==> config.mk <==
export PLATFORM = sky130hd
export DESIGN_NAME = s2mm_rr_scheduler
export DESIGN_NICKNAME = d
export VERILOG_FILES = /design/src/rtl/s2mm_rr_scheduler.sv
export SDC_FILE = /design/constraint.sdc
export NUM_CORES = 1
export LEC_CHECK = 0
export CAP_MARGIN = 0
export CORE_AREA = 2 2 417 419
export CTS_CLUSTER_DIAMETER = 50
export DETAILED_ROUTE_END_ITERATION = 10
export DIE_AREA = 0 0 419 421
export GPL_ROUTABILITY_DRIVEN = 0
export PLACE_DENSITY = 0.3
export SLEW_MARGIN = 20
export SYNTH_ARGS = -nofsm -noshare
export SYNTH_HDL_FRONTEND = slang
export SYNTH_SLANG_ARGS = --single-unit
export TNS_END_PERCENT = 5
==> constraint.sdc <==
create_clock -name clk -period 3.36 [get_ports clk]
set_clock_uncertainty 0.1 [all_clocks]
set_input_delay 0.504 -clock clk [delete_from_list [all_inputs] [get_ports clk]]
set_output_delay 0.504 -clock clk [all_outputs]
set_load 0.01 [all_outputs]
==> src/rtl/s2mm_rr_scheduler.sv <==
// Round-robin sharing of one DataMover S2MM channel (cmd/data/status) between two producers.
// Builds the 104-bit command at grant, forwards the granted stream, and turns status into done/err.
module s2mm_rr_scheduler #(
   parameter int ADDR_W      = 64,
   parameter int BTT_W       = 23,
   parameter int DATA_W      = 256,
   parameter int STS_TIMEOUT = 1023
) (
   input  logic              clk,
   input  logic              rst,
   input  logic              r0_req,
   input  logic [ADDR_W-1:0] r0_addr,
   input  logic [BTT_W-1:0]  r0_btt,
   input  logic [DATA_W-1:0] r0_tdata,
   input  logic              r0_tvalid,
   input  logic              r0_tlast,
   output logic              r0_tready,
   output logic              r0_done,
   output logic              r0_err,
   input  logic              r1_req,
   input  logic [ADDR_W-1:0] r1_addr,
   input  logic [BTT_W-1:0]  r1_btt,
   input  logic [DATA_W-1:0] r1_tdata,
   input  logic              r1_tvalid,
   input  logic              r1_tlast,
   output logic              r1_tready,
   output logic              r1_done,
   output logic              r1_err,
   output logic [103:0]      s_axis_s2mm_cmd_tdata,
   output logic              s_axis_s2mm_cmd_tvalid,
   input  logic              s_axis_s2mm_cmd_tready,
   output logic [DATA_W-1:0] s_axis_s2mm_tdata,
   output logic              s_axis_s2mm_tvalid,
   output logic              s_axis_s2mm_tlast,
   input  logic              s_axis_s2mm_tready,
   input  logic [7:0]        m_axis_s2mm_sts_tdata,
   input  logic              m_axis_s2mm_sts_tvalid,
   output logic              m_axis_s2mm_sts_tready,
   output logic              grant
);

   typedef enum logic [2:0] {
      S_IDLE = 3'd0,
      S_CMD  = 3'd1,
      S_DATA = 3'd2,
      S_STS  = 3'd3,
      S_DONE = 3'd4
   } state_t;

   state_t            r_state;
   state_t            w_nxt;
   logic              r_id;
   logic              r_last;
   logic              r_err;
   logic              r_sts_rdy;
   logic [103:0]      r_cmd;
   logic [9:0]        r_cnt;

   logic              w_req_any;
   logic              w_gnt_id;
   logic [ADDR_W-1:0] w_gnt_addr;
   logic [BTT_W-1:0]  w_gnt_btt;
   logic              w_in_data;
   logic [DATA_W-1:0] w_tdata;
   logic              w_tvalid;
   logic              w_tlast;
   logic              w_last_hs;
   logic              w_sts_err;
   logic              w_sts_to;

   // r_last holds the previous winner; on a tie the other requester wins
   assign w_req_any  = r0_req | r1_req;
   assign w_gnt_id   = (r0_req & r1_req) ? ~r_last : r1_req;
   assign w_gnt_addr = w_gnt_id ? r1_addr : r0_addr;
   assign w_gnt_btt  = w_gnt_id ? r1_btt : r0_btt;

   assign w_in_data = (r_state == S_DATA);
   assign w_tdata   = r_id ? r1_tdata  : r0_tdata;
   assign w_tvalid  = r_id ? r1_tvalid : r0_tvalid;
   assign w_tlast   = r_id ? r1_tlast  : r0_tlast;
   assign w_last_hs = w_in_data & w_tvalid & s_axis_s2mm_tready & w_tlast;

   assign w_sts_err = ~m_axis_s2mm_sts_tdata[7] | m_axis_s2mm_sts_tdata[6] |
                      m_axis_s2mm_sts_tdata[5]  | m_axis_s2mm_sts_tdata[4] |
                      (m_axis_s2mm_sts_tdata[3:0] != {3'b000, r_id});
   assign w_sts_to  = (r_cnt == 10'(STS_TIMEOUT - 1));

   // State register
   always_ff @(posedge clk or posedge rst) begin
      if (rst) begin
         r_state <= S_IDLE;
      end else begin
         r_state <= w_nxt;
      end
   end

   // Next-state logic
   always_comb begin
      w_nxt = r_state;
      case (r_state)
         S_IDLE: begin
            if (w_req_any) begin
               if (w_gnt_btt == '0) w_nxt = S_DONE;
               else                 w_nxt = S_CMD;
            end else begin
               w_nxt = S_IDLE;
            end
         end
         S_CMD: begin
            if (s_axis_s2mm_cmd_tready) w_nxt = S_DATA;
            else                        w_nxt = S_CMD;
         end
         S_DATA: begin
            if (w_last_hs) w_nxt = S_STS;
            else           w_nxt = S_DATA;
         end
         S_STS: begin
            if (m_axis_s2mm_sts_tvalid | w_sts_to) w_nxt = S_DONE;
            else                                   w_nxt = S_STS;
         end
         S_DONE:  w_nxt = S_IDLE;
         default: w_nxt = S_IDLE;
      endcase
   end

   // Grant capture, command build, status timeout counter and error latch
   always_ff @(posedge clk or posedge rst) begin
      if (rst) begin
         r_id      <= 1'b0;
         r_last    <= 1'b1;
         r_err     <= 1'b0;
         r_cmd     <= 104'd0;
         r_cnt     <= 10'd0;
         r_sts_rdy <= 1'b0;
      end else begin
         case (r_state)
            S_IDLE: begin
               r_cnt <= 10'd0;
               if (w_req_any) begin
                  r_id <= w_gnt_id;
                  // zero-length requests are rejected without moving the pointer
                  if (w_gnt_btt == '0) begin
                     r_err <= 1'b1;
                  end else begin
                     r_err  <= 1'b0;
                     r_last <= w_gnt_id;
                     r_cmd  <= {4'h0, 3'b000, w_gnt_id, w_gnt_addr, 8'h40, 1'b1, w_gnt_btt};
                  end
               end
            end
            S_DATA: r_cnt <= 10'd0;
            S_STS: begin
               r_cnt <= r_cnt + 10'd1;
               if (m_axis_s2mm_sts_tvalid) r_err <= w_sts_err;
               else if (w_sts_to)          r_err <= 1'b1;
            end
            default: r_cnt <= 10'd0;
         endcase
         // stray status beats are drained everywhere except while a command is offered
         r_sts_rdy <= (w_nxt != S_CMD);
      end
   end

   assign s_axis_s2mm_cmd_tvalid = (r_state == S_CMD);
   assign s_axis_s2mm_cmd_tdata  = r_cmd;

   assign s_axis_s2mm_tdata  = w_in_data ? w_tdata : '0;
   assign s_axis_s2mm_tvalid = w_in_data & w_tvalid;
   assign s_axis_s2mm_tlast  = w_in_data & w_tlast;
   assign r0_tready          = w_in_data & ~r_id & s_axis_s2mm_tready;
   assign r1_tready          = w_in_data &  r_id & s_axis_s2mm_tready;

   assign r0_done = (r_state == S_DONE) & ~r_id;
   assign r1_done = (r_state == S_DONE) &  r_id;
   assign r0_err  = r0_done & r_err;
   assign r1_err  = r1_done & r_err;

   assign m_axis_s2mm_sts_tready = r_sts_rdy;
   assign grant                  = r_id;

endmodule

# == Word level (Yosys, flattened, before mapping) ==
# Cells that the tools add are included.
# op_classes
n_bitwise,23
n_addsub,1
n_reduce_logical,6
n_mux,19
eq_ne,9
# op_table
operator,n
$mux W256,2
$mux W64,1
$logic_not A23 Y1,1
$mux W23,1
$and A1 B1 Y1,13
$pmux W3 S4,1
$add A10 B1 Y10 const B,1
$eq A10 B10 Y1 const B,1
$mux W10,1
$mux W3,3
$mux W1,8
$eq A3 B2 Y1 const B,2
$or A1 B1 Y1,6
$reduce_and A3 Y1,2
$ne A4 B1 Y1,1
$not A1 Y1,4
$eq A3 B1 Y1 const B,1
$eq A3 B3 Y1 const B,1
$logic_not A3 Y1,1
$ne A3 B1 Y1 const B,1
$ne A3 B3 Y1 const B,1
$mux W2,1
$ne A2 B2 Y1 const B,1
$pmux W1 S2,1
2 further kinds,2
# totals
output_inout_bits,371
word_cells,65
input_bits,705
regBits,107

# == Logic depth before layout (Yosys ltp) ==
# Gate-level depths: netlist of the first run.
# depth
word_depth,8
ltp_mapped,8
mapped_depth_nobuf,7

# == Worst setup path before layout of the first run ==
# No wires, ideal clock.
# synth_timing
path_type,reg-to-output
from,register r_state[1]
to,output port s_axis_s2mm_tdata[100]
slack_ps,1186
t_required_ps,2756
path_buffers,3
path_stages_with_launch,6
arrival_time_ps,1570
cell_sequence,dfrtp_1 clkbuf_1 nor4b_4 clkbuf_1 buf_2 a22o_1
# synth_via
elab_chain_cells,2
# synth_rtl
item,line,text
"start, declared",50,state_t r_state;
"start signal, assigned",93,r_state <= w_nxt;
$eq A3 B2 Y1,77,assign w_in_data = (r_state == S_DATA);
$mux W256,167,assign s_axis_s2mm_tdata = w_in_data ? w_tdata : '0;
"end, declared",32,"output logic [DATA_W-1:0] s_axis_s2mm_tdata,"
# Every way passes these cells.

# == Worst setup path in the final report of the first run ==
# layout_timing
from,register r_state[2]
to,output port s_axis_s2mm_tdata[229]
# The elaborated chain is that of the path after synthesis.

==> impl_metrics.env, run 1 <==
export IMPL_avgSynthCellArea_um2=11.42
export IMPL_ctsHoldBuffers=0
export IMPL_tns_ns=0
export IMPL_ys_ff_latch=106
export IMPL_drive_above_1_share=0.1952
export IMPL_final_cell_mix="954 x clkdlybuf4s50_1, 255 x a22o_1, 101 x dfrtp_1, 97 x mux2_2, 76 x mux2_4"
export IMPL_yosysWarnings=0
export IMPL_yosysSeqAreaShare=0.3184
export IMPL_drt_initial_drc_count=660
export IMPL_antenna_found_initial=131
export IMPL_netlist_area_um2=8334
export IMPL_cp_top_family="buffers and inverters"
export IMPL_dieHeight_um=421
export IMPL_viasPerCell=2.829
export IMPL_maxCapViolCount=0
export IMPL_synth_cell_type_count=44
export IMPL_cts_made_buffers=9
export IMPL_worstPathMaxFanout=42
export IMPL_dieWidth_um=419
export IMPL_synthCells=730
export IMPL_crit_top_cell="buf_12"
export IMPL_numPortBuffers=1061
export IMPL_cts_clk_slew_worst_paths_ns=0.09
export IMPL_slew_headroom=0.3566
export IMPL_synth_area_leader_cell="dfrtp_1"
export IMPL_synthDominantCellAreaShare=0.3153
export IMPL_multi_input_comb_area_um2=5189
export IMPL_status="complete, no violations"
export IMPL_final_cells=4133
export IMPL_firstDrtPassIters=5
export IMPL_crit_path_end_kind="primary output"
export IMPL_slowest_stage="clkdlybuf4s50_1"
export IMPL_layout_commonest_cell="clkdlybuf4s50_1"
export IMPL_grt_pass1_vias=11880
export IMPL_clk_path_buf_depth=2
export IMPL_design_area_um2=23010
export IMPL_fp_row_count=153
export IMPL_layout_nets=2485
export IMPL_async_reset_ff_frac=1.000
export IMPL_vias=11690
export IMPL_num_fill_cells=19590
export IMPL_crit_chain="nor4b_4 > buf_12 > buf_12 > a22o_1 > clkdlybuf4s50_1"
export IMPL_wl_per_cell_um=32.66
export IMPL_totalPowerFinal_uw=16790
export IMPL_clkSinkCount=106
export IMPL_die_area_um2=176400
export IMPL_core_um2=172500
export IMPL_seqCellArea_um2=2659
export IMPL_grt_use_total=0.1478
export IMPL_ant_nets=0
export IMPL_root_buffer="clkbuf_16"
export IMPL_start_kind="flip-flop"
export IMPL_rsz0062_at_grt="yes"
export IMPL_synth_edf_count=0
export IMPL_p_per_area_nw_per_um2=729.7
export IMPL_grt_pass1_wl_mm=160.8
export IMPL_ios=1076
export IMPL_hold_viol=0
export IMPL_start_util=0.04832
export IMPL_grt_ovfl_total=0
export IMPL_setup_viol=0
export IMPL_tightest_slew_ns=0.9563
export IMPL_slew_violations=0
export IMPL_grt_max_degree=77
export IMPL_h_tree_depth=3
export IMPL_area_growth_pct=176.1
export IMPL_worstHoldPathType="flip-flop to flip-flop"
export IMPL_clock_latency_ns=0.42
export IMPL_dp_hpwl_mm=123.7
export IMPL_period_minus_slack_ns=3.308
export IMPL_slowest_delay_ns=0.63
export IMPL_crit_buf_inv=3
export IMPL_ir_worst_vdd_mv=0.3163
export IMPL_arrival_ns=2.70
export IMPL_drt_wl_total_mm=135.0
export IMPL_fmax_mhz=302.3
export IMPL_required_ns=2.76
export IMPL_dpl_cell_area_um2=22490
export IMPL_synthFlopType="dfrtp_1"
export IMPL_cts_tree="done"
export IMPL_synth_area_leaders="dfrtp_1 32%, a22o_1 27%, mux2_4 14%"
export IMPL_leakagePower_uw=0.008519
export IMPL_place_inst=4088
export IMPL_path_class="flip-flop to primary output"
export IMPL_post_route_period_util=0.9846
export IMPL_route_detailed_drc=0
[synth_stat cells (2+ instances only)]
cell type,n
a31oi_1,2
nand3b_1,2
ha_1,2
buf_2,52
mux2_2,97
nor4b_4,2
or3_1,2
nor2b_1,2
nand4_1,3
nor3_1,4
nand3_1,5
buf_6,9
nor4_1,12
a22o_1,258
clkbuf_1,17
xor2_1,6
inv_1,4
buf_4,17
and4_1,3
nor2_1,18
o21ai_0,3
nand2_1,6
dfrtp_1,105
a21oi_1,2
xnor2_1,2
and2_1,2
mux2_4,76
[worst paths after layout]
path                                           start                   endpoint  slack (ns)  cells past startpoint
max reg2reg                               r_state[2]  s_axis_s2mm_cmd_tdata[87]        0.77                      6
max in group asynchronous                        rst   s_axis_s2mm_cmd_tdata[6]        2.34                      3
min reg2reg                s_axis_s2mm_cmd_tdata[92]  s_axis_s2mm_cmd_tdata[92]        0.39                      1
min in group asynchronous                        rst  s_axis_s2mm_cmd_tdata[87]        0.41                      3
max                                       r_state[2]     s_axis_s2mm_tdata[229]        0.05                      5
min                        s_axis_s2mm_cmd_tdata[92]  s_axis_s2mm_cmd_tdata[92]        0.39                      1
[layer usage]
metal,track usage,vias to the layer above,part of all wire
li1,-,5016,-
met1,0.1340,5621,0.31
met2,0.2832,699,0.54
met3,0.07924,270,0.11
met4,0.03412,86,0.031
met5,0,-,0.0041
[sequential cells by signal (all words and copies together) (netlist names)]
register,count
s_axis_s2mm_cmd_tdata,89
r_cnt,10
r_state,3
grant,1
m_axis_s2mm_sts_tready,1
r_err,1
r_last,1
[where the power goes]
group | switching (uW) | total (uW) | internal, uW
Clock | 698 | 1240 | 538
Combinational | 6360 | 13300 | 6940
Sequential | 368 | 2250 | 1890
[per-stage QoR]
step | hold slack (ns) | worst slack [ns] | util
2_1_floorplan | 0.3684 | 1.186 | -
3_3_place_gp | 0.3754 | -0.4661 | 0.1304
3_5_place_dp | 0.3837 | -0.4467 | 0.1304
4_1_cts | 0.3674 | -0.001682 | 0.1326
5_1_grt | 0.4204 | -0.03822 | 0.1331
6_report | 0.3950 | 0.05171 | 0.1334
[area by class of cell]
class / count / area share
clock inverter: 7 / 0.003970
inverter: 5 / 0.0009788
antenna: 25 / 0.002719
clock buffer: 9 / 0.009788
multi-input combinational: 537 / 0.2255
tap: 2325 / 0.1264
timing repair buffer: 1119 / 0.5151
sequential: 106 / 0.1156
[cell families after synthesis]
logic type | count (synthesis) | share of synthesized area
muxes | 174 | 0.2693
DFF | 106 | 0.3184
AOI/OAI and AO/OA | 273 | 0.2845
other | 1 | 0.0004500
xor gates and xnor gates | 8 | 0.008407
adders and majority gates | 2 | 0.003002
buffers and inverters | 100 | 0.06861
and+or+nand+nor | 66 | 0.04729
[what timing repair did]
action                                  4_1_cts  5_1_grt
gates cloned                                  1        0
hold endpoints to repair                      0        0
endpoints found under the setup margin       75       75
pin swaps                                     0        0
gates resized for setup                      18       23
setup buffers                                 0        3
(Power assumes the default switching activity.)
==> run 2, diff against run 1 <==
--- a/config.mk
+++ b/config.mk
@@ -11,7 +11,9 @@
 export DETAILED_ROUTE_END_ITERATION = 10
 export DIE_AREA = 0 0 419 421
 export GPL_ROUTABILITY_DRIVEN = 0
+export HOLD_SLACK_MARGIN = 0.03
 export PLACE_DENSITY = 0.3
+export SETUP_SLACK_MARGIN = 0.5
 export SLEW_MARGIN = 20
 export SYNTH_ARGS = -nofsm -noshare
 export SYNTH_HDL_FRONTEND = slang
==> run 2 against run 1 <==
  * Routed wire length grew 3.7%
  * Clock-buffer cell count is the same
  * Sequential cell count is the same
  * Final area grew 5.3%
  * Sequential share of layout area shrank 0.58 points
  * Largest power group unchanged
==> impl_metrics.env, run 2 (same netlist as run 1, synthesis figures left out) <==
export IMPL_worstHoldPathType="flip-flop to flip-flop"
export IMPL_crit_buf_inv=5
export IMPL_cp_top_family="buffers and inverters"
export IMPL_dieHeight_um=421
export IMPL_slew_violations=0
export IMPL_tightest_slew_ns=0.8858
export IMPL_dpl_cell_area_um2=22490
export IMPL_design_area_um2=24230
export IMPL_layout_nets=2526
export IMPL_cts_made_buffers=9
export IMPL_maxCapViolCount=0
export IMPL_rsz0062_at_grt="yes"
export IMPL_period_minus_slack_ns=3.165
export IMPL_cts_tree="done"
export IMPL_slowest_stage="clkdlybuf4s50_1"
export IMPL_final_cell_mix="855 x clkdlybuf4s50_1, 225 x a22o_1, 106 x dlymetal6s2s_1, 101 x dfrtp_1, 97 x mux2_2"
export IMPL_slowest_delay_ns=0.55
export IMPL_layout_commonest_cell="clkdlybuf4s50_1"
export IMPL_hold_viol=0
export IMPL_leakagePower_uw=0.01050
export IMPL_grt_use_total=0.1494
export IMPL_route_detailed_drc=0
export IMPL_die_area_um2=176400
export IMPL_fmax_mhz=315.9
export IMPL_clk_path_buf_depth=2
export IMPL_clock_latency_ns=0.42
export IMPL_pre_cts_ws_ns=-0.4467
export IMPL_fin_util=0.1405
export IMPL_fp_row_count=153
export IMPL_ios=1076
export IMPL_drt_wl_total_mm=140.0
export IMPL_start_util=0.04832
export IMPL_final_cells=4173
export IMPL_dp_hpwl_mm=123.7
export IMPL_path_class="flip-flop to primary output"
export IMPL_status="complete, no violations"
export IMPL_worstPathMaxFanout=21
export IMPL_setup_slack_ns=0.1946
export IMPL_grt_pass1_vias=11980
export IMPL_clkSinkCount=106
export IMPL_drive_above_1_share=0.2385
export IMPL_ant_nets=0
export IMPL_cts_clk_slew_worst_paths_ns=0.09
export IMPL_firstDrtPassIters=4
export IMPL_vias=11960
export IMPL_viasPerCell=2.866
export IMPL_slew_headroom=0.4040
export IMPL_post_route_period_util=0.9421
export IMPL_core_um2=172500
export IMPL_totalPowerFinal_uw=17900
export IMPL_h_tree_depth=3
export IMPL_drt_initial_drc_count=662
export IMPL_numPortBuffers=1061
export IMPL_largest_reg_flops=89
export IMPL_required_ns=2.76
export IMPL_grt_max_degree=77
export IMPL_crit_chain="inv_2 > nor4b_4 > buf_12 > buf_8 > buf_16 > a22o_4 > clkdlybuf4s50_1"
export IMPL_root_buffer="clkbuf_16"
export IMPL_grt_pass1_wl_mm=162.5
export IMPL_grt_ovfl_total=0
export IMPL_ir_worst_vdd_mv=0.2942
export IMPL_setup_viol=0
export IMPL_arrival_ns=2.56
export IMPL_crit_path_end_kind="primary output"
export IMPL_wl_per_cell_um=33.54
export IMPL_p_per_area_nw_per_um2=738.5
export IMPL_place_inst=4088
export IMPL_start_kind="flip-flop"
export IMPL_dieWidth_um=419
export IMPL_area_growth_pct=190.8
export IMPL_antenna_found_initial=127
[run 2: cell types whose count changed in the layout (fill, tap and decap cells not counted), moves of 4 or more]
cell	before	now
a22o_1	255	225
a22o_4	0	32
buf_16	4	16
buf_4	64	80
buf_6	2	6
clkbuf_16	9	19
clkbuf_2	0	7
clkdlybuf4s50_1	954	855
dlygate4sd2_1	10	3
dlymetal6s2s_1	15	106
[run 2: worst paths after layout]
check | slack, ns | cells past startpoint | end | startpoint
max | 0.19 | 7 | s_axis_s2mm_tdata[241] | grant
min | 0.39 | 1 | s_axis_s2mm_cmd_tdata[92] | s_axis_s2mm_cmd_tdata[92]
max reg2reg | 0.69 | 7 | s_axis_s2mm_cmd_tdata[87] | r_state[0]
min reg2reg | 0.39 | 1 | s_axis_s2mm_cmd_tdata[92] | s_axis_s2mm_cmd_tdata[92]
max in group asynchronous | 2.33 | 3 | s_axis_s2mm_cmd_tdata[5] | rst
min in group asynchronous | 0.41 | 3 | s_axis_s2mm_cmd_tdata[87] | rst
[run 2: power by group]
part	internal, uW	switching [uW]	total [uW]
Sequential	1890	357	2240
Combinational	7600	6820	14400
Clock	538	692	1230
Total	10000	7870	17900
[run 2: worst reg2reg max path, delay by kind of cell, from the launching register on]
| family | cells | cell delay, ns |
|---|---|---|
| AOI/OAI and AO/OA | 1 | 0.23 |
| buffers and inverters | 3 | 0.68 |
| DFF | 1 | 0.46 |
| muxes | 1 | 0.37 |
| and+or+nand+nor | 2 | 0.75 |
[run 2: routing by layer]
metal  global-route usage  routed length [um]  vias up
li1                     -                   -     5111
met1               0.1356               44370     5772
met2               0.2856               75180      711
met3              0.07920               15300      274
met4              0.03730                4559       90
met5                    0                 554        -
[run 2: stage by stage]
stage	setup TNS, ns	hold WS, ns
3_3_place_gp	-37.62	0.3754
3_5_place_dp	-36.49	0.3837
4_1_cts	0	0.3674
6_report	0	0.3950
2_1_floorplan	0	0.3684
5_1_grt	0	0.4204
[run 2: area by class of cell]
class,count,area [um2]
diodes,24,60.06
repair buffers,1160,12790
multi-input cells,537,5473
well taps,2325,2909
flip-flops and latches,106,2659
inverters,5,22.52
fillers,19480,148200
clock inverters,7,91.34
clock buffers,9,225.2
[run 2: what timing repair did]
item | 4_1_cts | 5_1_grt
buffers inserted | 9 | 17
gates resized for setup | 49 | 183
cloned | 6 | 13
pin swaps | 0 | 3
endpoints found under the setup margin | 349 | 338
hold buffers | 0 | 0
